[config.mk]
export PLATFORM = sky130hd
export DESIGN_NAME = stage0_block_loader_flat
export DESIGN_NICKNAME = d
export VERILOG_FILES = /design/src/rtl/stage0_block_loader_if.sv /design/src/rtl/stage0_block_loader.sv /design/src/flat_wrapper.sv
export SDC_FILE = /design/constraint.sdc
export NUM_CORES = 1
export LEC_CHECK = 0
export BUFFER_PORTS_ARGS = -buffer_cell sky130_fd_sc_hd__buf_2
export CAP_MARGIN = 20
export CORE_MARGIN = 4
export CORE_UTILIZATION = 30
export DETAILED_ROUTE_END_ITERATION = 12
export GPL_TIMING_DRIVEN = 0
export SETUP_SLACK_MARGIN = 0.4
export SLEW_MARGIN = 10
export SYNTH_ARGS = -nofsm -noshare
export SYNTH_HDL_FRONTEND = slang
export SYNTH_SLANG_ARGS = --single-unit
[constraint.sdc]
create_clock -name clk -period 2.77 [get_ports clk]
set_clock_uncertainty 0.1 [all_clocks]
set_input_delay 0.277 -clock clk [delete_from_list [all_inputs] [get_ports clk]]
set_output_delay 0.277 -clock clk [all_outputs]
set_load 0.02 [all_outputs]
[src/rtl/stage0_block_loader_if.sv]
// Byte-stream / block handshake bundle between a stream source, the block
// loader and the Stage1 consumer. Clock and reset stay outside the bundle.
interface stage0_block_loader_if #(
  parameter int unsigned KEY_W = 10
);
  logic [KEY_W-1:0] key;
  logic             key_load;
  logic             in_valid;
  logic [7:0]       in_data;
  logic             in_last;
  logic             in_ready;
  logic [127:0]     blk;
  logic             Enable;
  logic             k9;
  logic             k8;
  logic             out_ready;
  logic             short_blk;

  // Source / consumer side: drives the stream, key and acknowledge.
  modport master (
    output key, key_load, in_valid, in_data, in_last, out_ready,
    input  in_ready, blk, Enable, k9, k8, short_blk
  );

  // Loader side.
  modport slave (
    input  key, key_load, in_valid, in_data, in_last, out_ready,
    output in_ready, blk, Enable, k9, k8, short_blk
  );
endinterface

[src/rtl/stage0_block_loader.sv]
// Collects a serial byte stream into one 16-byte block (a0 first, d3 last),
// captures the two mode bits from the round key and holds block + mode for a
// combinational Stage1 until downstream acknowledges with out_ready.
module stage0_block_loader #(
  parameter int unsigned KEY_W = 10,
  parameter logic [7:0]  PAD   = 8'h00
) (
  input logic                  clk,
  input logic                  rst_n,
  stage0_block_loader_if.slave bus
);

  typedef enum logic [1:0] {
    IDLE = 2'd0,
    FILL = 2'd1,
    HOLD = 2'd2
  } state_t;

  state_t           state_q, state_d;
  logic [3:0]       cnt_q, cnt_d;
  logic [KEY_W-1:0] key_q, key_d;
  logic [127:0]     blk_q, blk_d;
  logic [1:0]       mode_q, mode_d;
  logic             short_q, short_d;
  logic             enable_q, enable_d;
  logic             in_ready_q, in_ready_d;

  logic             accept;
  logic             complete;
  logic [1:0]       mode_src;

  // Next-state, datapath and registered-output decode.
  always_comb begin
    state_d  = state_q;
    cnt_d    = cnt_q;
    key_d    = key_q;
    blk_d    = blk_q;
    mode_d   = mode_q;
    short_d  = short_q;
    complete = 1'b0;
    accept   = bus.in_valid && in_ready_q && (state_q == FILL);

    // A key loaded in the completing cycle bypasses the key register.
    mode_src = bus.key_load ? bus.key[KEY_W-1 -: 2] : key_q[KEY_W-1 -: 2];

    if (bus.key_load) begin
      key_d = bus.key;
    end

    case (state_q)
      IDLE: begin
        if (bus.key_load) begin
          state_d = FILL;
        end
      end

      FILL: begin
        if (accept) begin
          blk_d[int'(cnt_q)*8 +: 8] = bus.in_data;
          cnt_d = cnt_q + 4'd1;
          if (cnt_q == 4'hF) begin
            complete = 1'b1;
          end else if (bus.in_last) begin
            for (int unsigned i = 0; i < 16; i++) begin
              if (i > 32'(cnt_q)) begin
                blk_d[i*8 +: 8] = PAD;
              end
            end
            short_d  = 1'b1;
            cnt_d    = '0;
            complete = 1'b1;
          end
          if (complete) begin
            state_d = HOLD;
            mode_d  = mode_src;
          end
        end
      end

      HOLD: begin
        if (bus.out_ready) begin
          // A short block ends the message; the next one needs a fresh key.
          state_d = short_q ? IDLE : FILL;
          short_d = 1'b0;
          blk_d   = '0;
          mode_d  = '0;
        end
      end

      default: begin
        state_d = IDLE;
        cnt_d   = '0;
        blk_d   = '0;
        mode_d  = '0;
        short_d = 1'b0;
      end
    endcase

    // Handshake outputs are registered copies of the next-state decode, so
    // nothing from in_* or out_ready reaches an output combinationally.
    enable_d   = (state_d == HOLD);
    in_ready_d = (state_d == FILL);
  end

  // State and output registers; reset drops Enable immediately.
  always_ff @(posedge clk or negedge rst_n) begin
    if (!rst_n) begin
      state_q    <= IDLE;
      cnt_q      <= '0;
      key_q      <= '0;
      blk_q      <= '0;
      mode_q     <= '0;
      short_q    <= 1'b0;
      enable_q   <= 1'b0;
      in_ready_q <= 1'b0;
    end else begin
      state_q    <= state_d;
      cnt_q      <= cnt_d;
      key_q      <= key_d;
      blk_q      <= blk_d;
      mode_q     <= mode_d;
      short_q    <= short_d;
      enable_q   <= enable_d;
      in_ready_q <= in_ready_d;
    end
  end

  assign bus.in_ready  = in_ready_q;
  assign bus.Enable    = enable_q;
  assign bus.blk       = enable_q ? blk_q : '0;
  assign bus.k9        = enable_q & mode_q[1];
  assign bus.k8        = enable_q & mode_q[0];
  assign bus.short_blk = short_q;

endmodule

[src/flat_wrapper.sv]
// flat-port wrapper written by rule: the top's interface ports become plain ports
module stage0_block_loader_flat 
#(
  parameter int unsigned KEY_W = 10,
  parameter logic [7:0]  PAD   = 8'h00
)
  (clk, rst_n, bus_key, bus_key_load, bus_in_valid, bus_in_data, bus_in_last, bus_out_ready, bus_in_ready, bus_blk, bus_Enable, bus_k9, bus_k8, bus_short_blk);
  stage0_block_loader_if #(.KEY_W(KEY_W)) bus_i ();
  input logic clk;
  input logic rst_n;
  input wire logic [$bits(bus_i.key)-1:0] bus_key;
  input wire logic [$bits(bus_i.key_load)-1:0] bus_key_load;
  input wire logic [$bits(bus_i.in_valid)-1:0] bus_in_valid;
  input wire logic [$bits(bus_i.in_data)-1:0] bus_in_data;
  input wire logic [$bits(bus_i.in_last)-1:0] bus_in_last;
  input wire logic [$bits(bus_i.out_ready)-1:0] bus_out_ready;
  output wire logic [$bits(bus_i.in_ready)-1:0] bus_in_ready;
  output wire logic [$bits(bus_i.blk)-1:0] bus_blk;
  output wire logic [$bits(bus_i.Enable)-1:0] bus_Enable;
  output wire logic [$bits(bus_i.k9)-1:0] bus_k9;
  output wire logic [$bits(bus_i.k8)-1:0] bus_k8;
  output wire logic [$bits(bus_i.short_blk)-1:0] bus_short_blk;
  assign bus_i.key = bus_key;
  assign bus_i.key_load = bus_key_load;
  assign bus_i.in_valid = bus_in_valid;
  assign bus_i.in_data = bus_in_data;
  assign bus_i.in_last = bus_in_last;
  assign bus_i.out_ready = bus_out_ready;
  assign bus_in_ready = bus_i.in_ready;
  assign bus_blk = bus_i.blk;
  assign bus_Enable = bus_i.Enable;
  assign bus_k9 = bus_i.k9;
  assign bus_k8 = bus_i.k8;
  assign bus_short_blk = bus_i.short_blk;
  stage0_block_loader #(.KEY_W(KEY_W), .PAD(PAD)) u_core (.clk(clk), .rst_n(rst_n), .bus(bus_i));
endmodule
==> flow_summary.ini <==
[setup_path]
worst-setup-path-type = reg2reg
slowest_delay_ns = 0.41
r2r_start = u_core.cnt_q[0]
r2r-end = u_core.blk_q[89]
worst_setup_path_end_kind = flip-flop
cp.required_ns = 2.97
critPathTopFamily = simple AND/OR/NAND/NOR gates
crit_top_cell = buf_8
critPathBufInv = 3
crit_path_start_kind = flip-flop
reg2regPathDepth = 10
path_cells = buf_8 -> buf_6 -> nor3_4 -> ha_4 -> buf_8 -> nor2_4 -> nand2_1 -> o211ai_1 -> nand2_2 -> o2bb2ai_2
arrival_ns = 2.64
cpMaxStageDelayCell = dfrtp_1
r2r_slack_ns = 0.32
critPathMaxFanout = 8

[hold_path]
hp-class = in2reg
worst_hold_path.endpoint = u_core.key_q[8]
hold_depth = 2
hold_start = bus_key[8]

[placed_design]
hpwl_um = 15600
dpl-instance-area_mm2 = 0.00783
place.gp.congestion = 0.949
io_buffer_count = 140
placed_cells_incl_taps = 1048

[yosys]
yosysWarnings = 0
netlist_instances = 627
synth_top_cell_by_area = dfrtp_1
synth_top_area_share = 0.524
yosysMostFrequentCell = dfrtp_1
syn_nets = 655
synthDistinctLibCells = 53
syn_avg_cell_area_um2 = 10.7
ys_ff_latch = 141
syn_area_mm2 = 0.00673
synth_commonest_cells = dfrtp_1 (141), and2_1 (133), o2bb2ai_1 (48)
synth_flop_cell = dfrtp_1
synth_async_sr_flop_share = 1.00
synth_edf_count = 0
synth_area_leaders = dfrtp_1 (52%), and2_1 (12%), o2bb2ai_1 (6.2%)
synth-seq-area-share = 0.524

[global_routing]
grt_max_degree = 84
grt_first_pass_wirelength_um = 34100
track_usage = 0.180
use_met2 = 0.285
grt_antenna_before_repair = 0
met3_usage = 0.0443
overflow = 0
grt_pass1_vias = 5711
grt_util_met1 = 0.251
top_usage_layer = met2

[clock_network]
tritoncts = done
cts_buffers = 17
cts-root-buf = clkbuf_16
h-tree-depth = 4
clkSlewWorstSetupHoldPaths_ns = 0.06
cts_sinks = 141
clk_latency_ns = 0.41
clockBufferDepth = 2

[timing]
fmax_mhz = 409
finalSetupViolCount = 0
period_minus_slack_ns = 2.45
rsz0062_at_grt = yes
slew_headroom = 0.440
fin_setup_tns_ns = 0
final_max_slew_viol_count = 0
hold_viol = 0
min_period_over_period = 0.883
tightest_slew_ns = 0.839

[pwr]
leakagePower_uw = 0.00447
max-vdd-ir-drop_mv = 0.431
p_total_uw = 7020
power_density_mw_per_mm2 = 753

[floorplan]
dieArea_mm2 = 0.0249
fp-row-count = 54
die_x_um = 158
die_h_um = 158
ios = 157
start_util = 0.306
core_mm2 = 0.0220

[detailed_routing]
drt_iter0_markers = 405
drc = 0
ant_nets = 0
vias_per_cell = 5.27
vias = 5847
first_pass_iters = 5
wl_per_cell_um = 20.8
wirelength_um = 23100

[layout]
num_antenna_cells = 0
final_nets = 846
final_cells = 1110
final_cell_area_mm2 = 0.00933
utilization = 0.425
layout-drive-gt1-share = 0.381
syn2layout_area_growth_pct = 38.6

[status]
status = finished clean

[run]
max-cap-violations = 0
==> routing by layer <==
metal	up-vias	wire length [µm]
met3	30	1590
met5	-	0
li1	2665	-
met4	0	284
met2	258	10800
met1	2894	10500
==> cell usage in the layout (no fill, tap or decap), drive strengths merged, types with 2 or more instances in the layout <==
master / count
a31oi: 3
a22o: 43
inv: 7
dfrtp: 141
nor3: 9
nand2: 43
and2: 133
bufinv: 3
clkbuf: 41
nand2b: 9
o2bb2ai: 48
or2: 5
nor2: 16
nand3: 6
a32o: 26
o31ai: 2
or3: 2
mux2: 2
clkinv: 3
o41ai: 2
buf: 195
a211o: 2
o21ai: 48
nor4: 2
nor2b: 5
nor3b: 5
a21oi: 6
ha: 4
==> through the flow <==
stage,hold slack (ns),setup WS [ns]
floorplan,-0.119,0.401
global route,0.0132,0.265
global placement,0.357,-0.758
detailed placement,0.147,-0.0494
finish,0.0263,0.325
CTS,0.0154,0.399
==> timing repair <==
item / 4_1_cts / 5_1_grt
hold endpoints to repair: 58 / 0
resized for setup: 65 / 103
cloned: 0 / 1
pin swaps: 10 / 63
buffers inserted: 13 / 16
hold buffers: 1 / 0
endpoints found under the setup margin: 228 / 151
==> sequential cells by signal, summed over array words and instances (netlist names) <==
signal / flops
u_core.mode_q: 2
u_core.bus.in_ready: 1
u_core.state_q: 2
u_core.bus.short_blk: 1
u_core.key_q: 2
u_core.cnt_q: 4
u_core.bus.Enable: 1
u_core.blk_q: 128
==> report_power, final <==
part	switching (µW)	leakage (µW)	internal, µW
Clock	889	0.000307	1510
Combinational	1580	0.00221	846
Sequential	52.0	0.00195	2140
==> worst max-delay path by stage <==
stage	from	to	slack [ns]	cells after the start
floorplan	u_core.cnt_q[0]	u_core.blk_q[80]	0.40	9
global placement	rst_n	u_core.blk_q[49]	-0.76	1
detailed placement	u_core.cnt_q[0]	u_core.blk_q[114]	-0.05	8
CTS	u_core.cnt_q[0]	u_core.blk_q[36]	0.40	9
global route	u_core.cnt_q[0]	u_core.blk_q[92]	0.26	9
finish	u_core.cnt_q[0]	u_core.blk_q[89]	0.32	10
==> layout make-up <==
| class | instances | area, µm² |
|---|---|---|
| buffer | 43 | 295 |
| timing repair buffer | 172 | 1050 |
| sequential | 141 | 3530 |
| clock buffer | 22 | 484 |
| clock inverter | 9 | 131 |
| fill | 2131 | 12600 |
| multi-input combinational | 439 | 3470 |
| tap | 280 | 350 |
| inverter | 4 | 20.0 |
==> cell families (layout without fill, tap and decap cells) <==
family | after synthesis | count (layout) | synth area share
mux | 3 | 3 | 0.00484
compound gates | 187 | 187 | 0.220
buf+inv | 47 | 250 | 0.0292
simple gates | 243 | 243 | 0.211
flops | 141 | 141 | 0.524
fa+ha+maj | 4 | 4 | 0.00744
xor+xnor | 2 | 2 | 0.00260
(Power assumes the default switching activity.)
